File: src/rtl/alu_reservation_station.sv
// ============================================================================
// Module   : alu_reservation_station
// Purpose  : Reservation station for non-memory ops. It sits after the ROB
//            issue port, buffers issued ops, snoops the ROB commit broadcast
//            to resolve pending operands, and dispatches one ready op per
//            cycle to the ALU. It back-pressures the ROB when full. The ROB
//            exception line flushes every slot.
// Ports    : clk, rst (sync, active-low)
//            ROB issue  : is_empty/is_sl/op/pc/v1/v2/q1/q2/imm _from_rob
//            ROB commit : is_finish/commit_pc/commit_data _from_rob
//            ROB flush  : is_exception_from_rob
//            To ROB     : is_stall_to_rob (registered "station full")
//            To ALU     : is_finish_to_alu (1-cycle pulse), op/pc/v1/v2/imm
// Revision : 1.0  initial release
// ============================================================================
`default_nettype none

`ifndef OpcodeLength
`define OpcodeLength 5
`endif
`ifndef PcLength
`define PcLength 31
`endif
`ifndef DataLength
`define DataLength 31
`endif

module alu_reservation_station #(
    parameter int Entries   = 8,
    parameter int IdxLength = 2
) (
    input  logic                     clk,
    input  logic                     rst,
    input  logic                     is_exception_from_rob,
    input  logic                     is_empty_from_rob,
    input  logic                     is_sl_from_rob,
    input  logic [`OpcodeLength:0]   op_from_rob,
    input  logic [`PcLength:0]       pc_from_rob,
    input  logic [`DataLength:0]     v1_from_rob,
    input  logic [`DataLength:0]     v2_from_rob,
    input  logic [`PcLength:0]       q1_from_rob,
    input  logic [`PcLength:0]       q2_from_rob,
    input  logic [`DataLength:0]     imm_from_rob,
    input  logic                     is_finish_from_rob,
    input  logic [`PcLength:0]       commit_pc_from_rob,
    input  logic [`DataLength:0]     commit_data_from_rob,
    output logic                     is_stall_to_rob,
    output logic                     is_finish_to_alu,
    output logic [`OpcodeLength:0]   op_to_alu,
    output logic [`PcLength:0]       pc_to_alu,
    output logic [`DataLength:0]     v1_to_alu,
    output logic [`DataLength:0]     v2_to_alu,
    output logic [`DataLength:0]     imm_to_alu
);

    localparam int CW = IdxLength + 2;   // counts 0..Entries inclusive
    localparam logic [CW-1:0] c_ENTRIES = CW'(Entries);

    logic [Entries-1:0]     r_busy;
    logic [`OpcodeLength:0] r_op  [Entries];
    logic [`PcLength:0]     r_pc  [Entries];
    logic [`DataLength:0]   r_v1  [Entries];
    logic [`DataLength:0]   r_v2  [Entries];
    logic [`PcLength:0]     r_q1  [Entries];
    logic [`PcLength:0]     r_q2  [Entries];
    logic [`DataLength:0]   r_imm [Entries];
    logic [CW-1:0]          r_count;

    logic                   w_free_found;
    logic [IdxLength:0]     w_free_idx;
    logic                   w_rdy_found;
    logic [IdxLength:0]     w_rdy_idx;
    logic                   w_accept;
    logic                   w_fwd1;
    logic                   w_fwd2;
    logic [CW-1:0]          w_count_next;

    // Lowest-index free and ready slots, both from start-of-cycle state.
    // Scanning high-to-low lets the last hit (lowest index) win.
    always_comb begin
        w_free_found = 1'b0;
        w_free_idx   = '0;
        w_rdy_found  = 1'b0;
        w_rdy_idx    = '0;
        for (int i = Entries - 1; i >= 0; i--) begin
            if (!r_busy[i]) begin
                w_free_found = 1'b1;
                w_free_idx   = (IdxLength + 1)'(i);
            end
            if (r_busy[i] && (r_q1[i] == '0) && (r_q2[i] == '0)) begin
                w_rdy_found = 1'b1;
                w_rdy_idx   = (IdxLength + 1)'(i);
            end
        end
    end

    assign w_accept = !is_empty_from_rob && !is_sl_from_rob && w_free_found;

    // Forward a commit that lands on the same edge as the issue so it is
    // not missed by the slot being written.
    assign w_fwd1 = is_finish_from_rob && (q1_from_rob != '0)
                    && (q1_from_rob == commit_pc_from_rob);
    assign w_fwd2 = is_finish_from_rob && (q2_from_rob != '0)
                    && (q2_from_rob == commit_pc_from_rob);

    always_comb begin
        w_count_next = r_count;
        if (w_accept && !w_rdy_found) begin
            w_count_next = r_count + 1'b1;
        end else if (!w_accept && w_rdy_found) begin
            w_count_next = r_count - 1'b1;
        end
    end

    always_ff @(posedge clk) begin
        if (!rst || is_exception_from_rob) begin
            r_busy           <= '0;
            r_count          <= '0;
            is_stall_to_rob  <= 1'b0;
            is_finish_to_alu <= 1'b0;
            op_to_alu        <= '0;
            pc_to_alu        <= '0;
            v1_to_alu        <= '0;
            v2_to_alu        <= '0;
            imm_to_alu       <= '0;
            for (int i = 0; i < Entries; i++) begin
                r_op[i]  <= '0;
                r_pc[i]  <= '0;
                r_v1[i]  <= '0;
                r_v2[i]  <= '0;
                r_q1[i]  <= '0;
                r_q2[i]  <= '0;
                r_imm[i] <= '0;
            end
        end else begin
            // Snoop the commit broadcast into every waiting operand.
            for (int i = 0; i < Entries; i++) begin
                if (r_busy[i] && is_finish_from_rob) begin
                    if ((r_q1[i] != '0) && (r_q1[i] == commit_pc_from_rob)) begin
                        r_v1[i] <= commit_data_from_rob;
                        r_q1[i] <= '0;
                    end
                    if ((r_q2[i] != '0) && (r_q2[i] == commit_pc_from_rob)) begin
                        r_v2[i] <= commit_data_from_rob;
                        r_q2[i] <= '0;
                    end
                end
            end

            // Dispatch; a ready slot never has pending tags, so it never
            // collides with the snoop writes above.
            if (w_rdy_found) begin
                is_finish_to_alu  <= 1'b1;
                op_to_alu         <= r_op[w_rdy_idx];
                pc_to_alu         <= r_pc[w_rdy_idx];
                v1_to_alu         <= r_v1[w_rdy_idx];
                v2_to_alu         <= r_v2[w_rdy_idx];
                imm_to_alu        <= r_imm[w_rdy_idx];
                r_busy[w_rdy_idx] <= 1'b0;
            end else begin
                is_finish_to_alu  <= 1'b0;
            end

            // Issue into a slot that was free at the start of the cycle;
            // it is therefore never the slot being dispatched.
            if (w_accept) begin
                r_busy[w_free_idx] <= 1'b1;
                r_op[w_free_idx]   <= op_from_rob;
                r_pc[w_free_idx]   <= pc_from_rob;
                r_imm[w_free_idx]  <= imm_from_rob;
                r_v1[w_free_idx]   <= w_fwd1 ? commit_data_from_rob : v1_from_rob;
                r_q1[w_free_idx]   <= w_fwd1 ? '0 : q1_from_rob;
                r_v2[w_free_idx]   <= w_fwd2 ? commit_data_from_rob : v2_from_rob;
                r_q2[w_free_idx]   <= w_fwd2 ? '0 : q2_from_rob;
            end

            r_count         <= w_count_next;
            is_stall_to_rob <= (w_count_next == c_ENTRIES);
        end
    end

endmodule

`default_nettype wire

File: config.mk
export PLATFORM = sky130hd
export DESIGN_NAME = alu_reservation_station
export DESIGN_NICKNAME = d
export VERILOG_FILES = /design/src/rtl/alu_reservation_station.sv
export SDC_FILE = /design/constraint.sdc
export NUM_CORES = 2
export LEC_CHECK = 0
export ABC_AREA = 1
export ABC_CLOCK_PERIOD_IN_PS = 16200
export BUFFER_PORTS_ARGS = -buffer_cell sky130_fd_sc_hd__buf_4
export CAP_MARGIN = 20
export CORE_ASPECT_RATIO = 0.5
export CORE_MARGIN = 2
export CORE_UTILIZATION = 45
export DETAILED_ROUTE_END_ITERATION = 8
export PLACE_DENSITY = 0.62
export SLEW_MARGIN = 20
export SYNTH_ARGS = -nofsm -noshare
export SYNTH_HDL_FRONTEND = slang
export SYNTH_SLANG_ARGS = --single-unit
File: constraint.sdc
create_clock -name clk -period 16.2 [get_ports clk]
set_input_delay 3.24 -clock clk [delete_from_list [all_inputs] [get_ports clk]]
set_output_delay 3.24 -clock clk [all_outputs]
set_load 0.02 [all_outputs]
==> results.cfg <==
[run_status]
status = completed

[sta]
fin_skew_ns = 0.0411
setup_ws_ns = 9.26
tns_ns = 0
fmax_ghz = 0.144
fin_crit_ns = 6.94
hold_violations = 0
maxSlewHeadroom = 0.147
layout_worst_path_cycle_share = 0.428
drv_slew = 0
rsz0062_at_grt = false
finalSetupViolations = 0
worst_slew_pin_slew_ns = 1.28

[pwr]
ir_worst_vdd_mv = 0.0796
p_total_uw = 9880
p_leak_uw = 0.0404
p_per_area_nw_per_um2 = 102

[routing]
wirelength_microns = 342000
drc = 0
num_vias = 73313
first_pass_iters = 7
post_drt_via_cell_ratio = 6.10
wl_per_cell_microns = 28.4
drt_iter0_drc = 11417
ant_nets = 0

[layout]
drive_gt1_frac = 0.0942
final_cell_count_no_fill = 12024
area_delta_synth_final_pct = 11.9
final_cell_area_sq_um = 96400
nFillCells = 17582
nets = 9627
seqCellArea_sq_um = 50500
multi_input_area_sq_um = 30300

[global_route]
grt_pass1_vias = 68485
grt_usage = 0.341
grt_max_degree = 190
antenna_found_initial = 9
gr-total-overflow = 0
grt_pass1_wl_microns = 486000

[synthesis]
ys_seq_elements = 1732
synth_cell_type_count = 54
synth.top_cell.area_share = 0.552
syn-cell-area_sq_um = 86200
ys_warn_count = 0
synth_edf_count = 1584
synth-main-ff-cell = edfxtp_1
ys_top_cells_by_area = edfxtp_1 (55%), nor2_1 (7.7%), nand3_1 (7.4%)
avgSynthCellArea_sq_um = 9.25
seq_area_frac_synth = 0.586
synthCells = 9316
async_flop_share = 0
synth_top_area_cell = edfxtp_1
syn_nets = 9586

[min_path]
hp-class = reg -> reg
whs_path_depth = 2
min_to = pc_to_alu[3]
worst_hold_startpoint = pc_to_alu[3]

[placed_design]
port_buffers = 403
dp_hpwl_microns = 201000
dp_cells = 11714
place_ws_ns = 8.64
placed_cell_area_sq_um = 91100
place_congestion = 1.03

[critical_path]
path_class = in -> reg
cp_data_arrival_time_ns = 7.37
timing.rr.start = r_q2[0][14]
start_kind = primary input
worst-r2r-cell-count = 17
slowest_stage = buf_4
critPathMaxFanout = 56
ff2ff_setup_slack_ns = 9.90
worst_path_most_repeated_cell = buf_4
cp_top_family = buffers and inverters
path_cells = buf_4, inv_1, o21ai_0, a2111o_1, nor4_1, nand3_1, buf_4, nand2_4, buf_4
cp_data_required_time_ns = 16.64
critPathCaptureType = flip-flop
regToRegEndpoint = pc_to_alu[19]
slowest_delay_ns = 0.89
worst-path-buf-inv = 4

[floorplanning]
num_rows = 113
initial_core_util = 0.454
fp.dieArea_sq_um = 195000
coreArea_sq_um = 190000
fp.dieW_microns = 623
fp.dieH_microns = 313
io_pins = 404

[cts]
clockRootBuffer = clkbuf_16
htreeDepth = 4
numCtsBuffers = 171
cts_resized = 0
clkLatencyLatePin_ns = 0.86
clock-sinks = 1732
cts_setup_buffers = 0
clk_path_buf_depth = 4
cts_tree = done
clk_pin_slew_ns = 0.06
cts_hold_buf = 0

[run]
max-cap-violations = 0
## synthesized netlist by cell type (83+ instances only)
cell type,count
nor2_1,1759
buf_2,144
xnor2_1,91
inv_1,773
nand4_1,123
o22ai_1,198
edfxtp_1,1584
dfxtp_1,148
o21ai_0,288
nand3_1,1282
nand2_1,1452
nand3b_1,269
nor4_1,83
clkbuf_1,416
xor2_1,218
## layout by cell type, fill, tap and decap left out, types with 9 or more instances in the layout
| cell | instances |
|---|---|
| a2111oi_0 | 15 |
| a211oi_1 | 10 |
| a21oi_1 | 22 |
| a221oi_1 | 23 |
| buf_4 | 509 |
| bufinv_16 | 9 |
| clkbuf_1 | 56 |
| clkbuf_16 | 173 |
| clkbuf_8 | 22 |
| clkinv_1 | 26 |
| clkinv_2 | 12 |
| dfxtp_1 | 148 |
| edfxtp_1 | 1584 |
| inv_1 | 762 |
| inv_2 | 10 |
| inv_8 | 10 |
| nand2_1 | 1436 |
| nand2_2 | 21 |
| nand2_4 | 16 |
| nand3_1 | 1279 |
| nand3_2 | 22 |
| nand3b_1 | 269 |
| nand4_1 | 123 |
| nor2_1 | 1748 |
| nor2_4 | 14 |
| nor3_1 | 31 |
| nor4_1 | 80 |
| o2111ai_1 | 42 |
| o21ai_0 | 288 |
| o21ai_1 | 28 |
| o221ai_1 | 14 |
| o22ai_1 | 198 |
| o31ai_1 | 69 |
| or2_2 | 22 |
| xnor2_1 | 91 |
| xor2_1 | 218 |
## layer usage
| metal | track usage | vias to the layer above | wire, microns |
|---|---|---|---|
| met5 | 0 | - | 46 |
| met4 | 0.185 | 6 | 20800 |
| met3 | 0.0750 | 1022 | 42400 |
| met2 | 0.515 | 5258 | 149000 |
| met1 | 0.459 | 35214 | 130000 |
| li1 | - | 31813 | - |
## state kept, by name, indices dropped and copies added, names as in the netlist, 48 cells and up
signal and flops:
r_q1 256, r_v1 256, r_q2 256, r_pc 256
r_v2 256, r_op 48, r_imm 256
## per-stage QoR
step | hold WS (ns) | utilization
after floorplan | 0.477 | -
after global placement | 0.509 | 0.479
after detailed placement | 0.514 | 0.479
after CTS | 0.533 | 0.507
after global routing | 0.553 | 0.508
final | 0.529 | 0.508
## area by class of cell
class,instances,share of cell area
antenna,8,0.000208
clock inverter,51,0.00511
tap,2530,0.0328
sequential,1732,0.524
inverter,794,0.0318
multi-input combinational,6142,0.315
clock buffer,251,0.0502
timing repair buffer,516,0.0413
## logic make-up (layout without fill, tap and decap cells)
kind of cell | Yosys count | count (layout) | synth area share
AOI/OAI and AO/OA | 743 | 743 | 0.0538
xor gates and xnor gates | 309 | 309 | 0.0314
adders and majority gates | 2 | 2 | 0.000290
buffers and inverters | 1442 | 1612 | 0.0658
DFF | 1732 | 1732 | 0.586
other | 0 | 8 | 0
and+or+nand+nor | 5088 | 5088 | 0.262
## power by group
| part | switching, uW | internal (uW) |
|---|---|---|
| Clock | 1800 | 2210 |
| Combinational | 520 | 186 |
| Sequential | 95.7 | 5070 |
## how the worst max path moves through the flow
stage	cells after the start	slack, ns	to	start
2_1_floorplan	8	3.86	r_q1[5][0]	commit_pc_from_rob[20]
5_1_grt	10	9.30	r_imm[3][12]	is_sl_from_rob
4_1_cts	11	9.50	r_q2[1][7]	is_sl_from_rob
6_report	9	9.26	r_q1[2][3]	commit_pc_from_rob[2]
3_3_place_gp	9	8.56	r_q2[1][12]	commit_pc_from_rob[0]
3_5_place_dp	11	8.64	r_q2[1][8]	is_sl_from_rob
## worst min-delay path, cell delays in order (launching register included)
cell and delay (ns):
dfxtp_1 0.32, o21ai_0 0.08, nor2_1 0.09
Note: power is estimated with default switching activity, not from simulation.
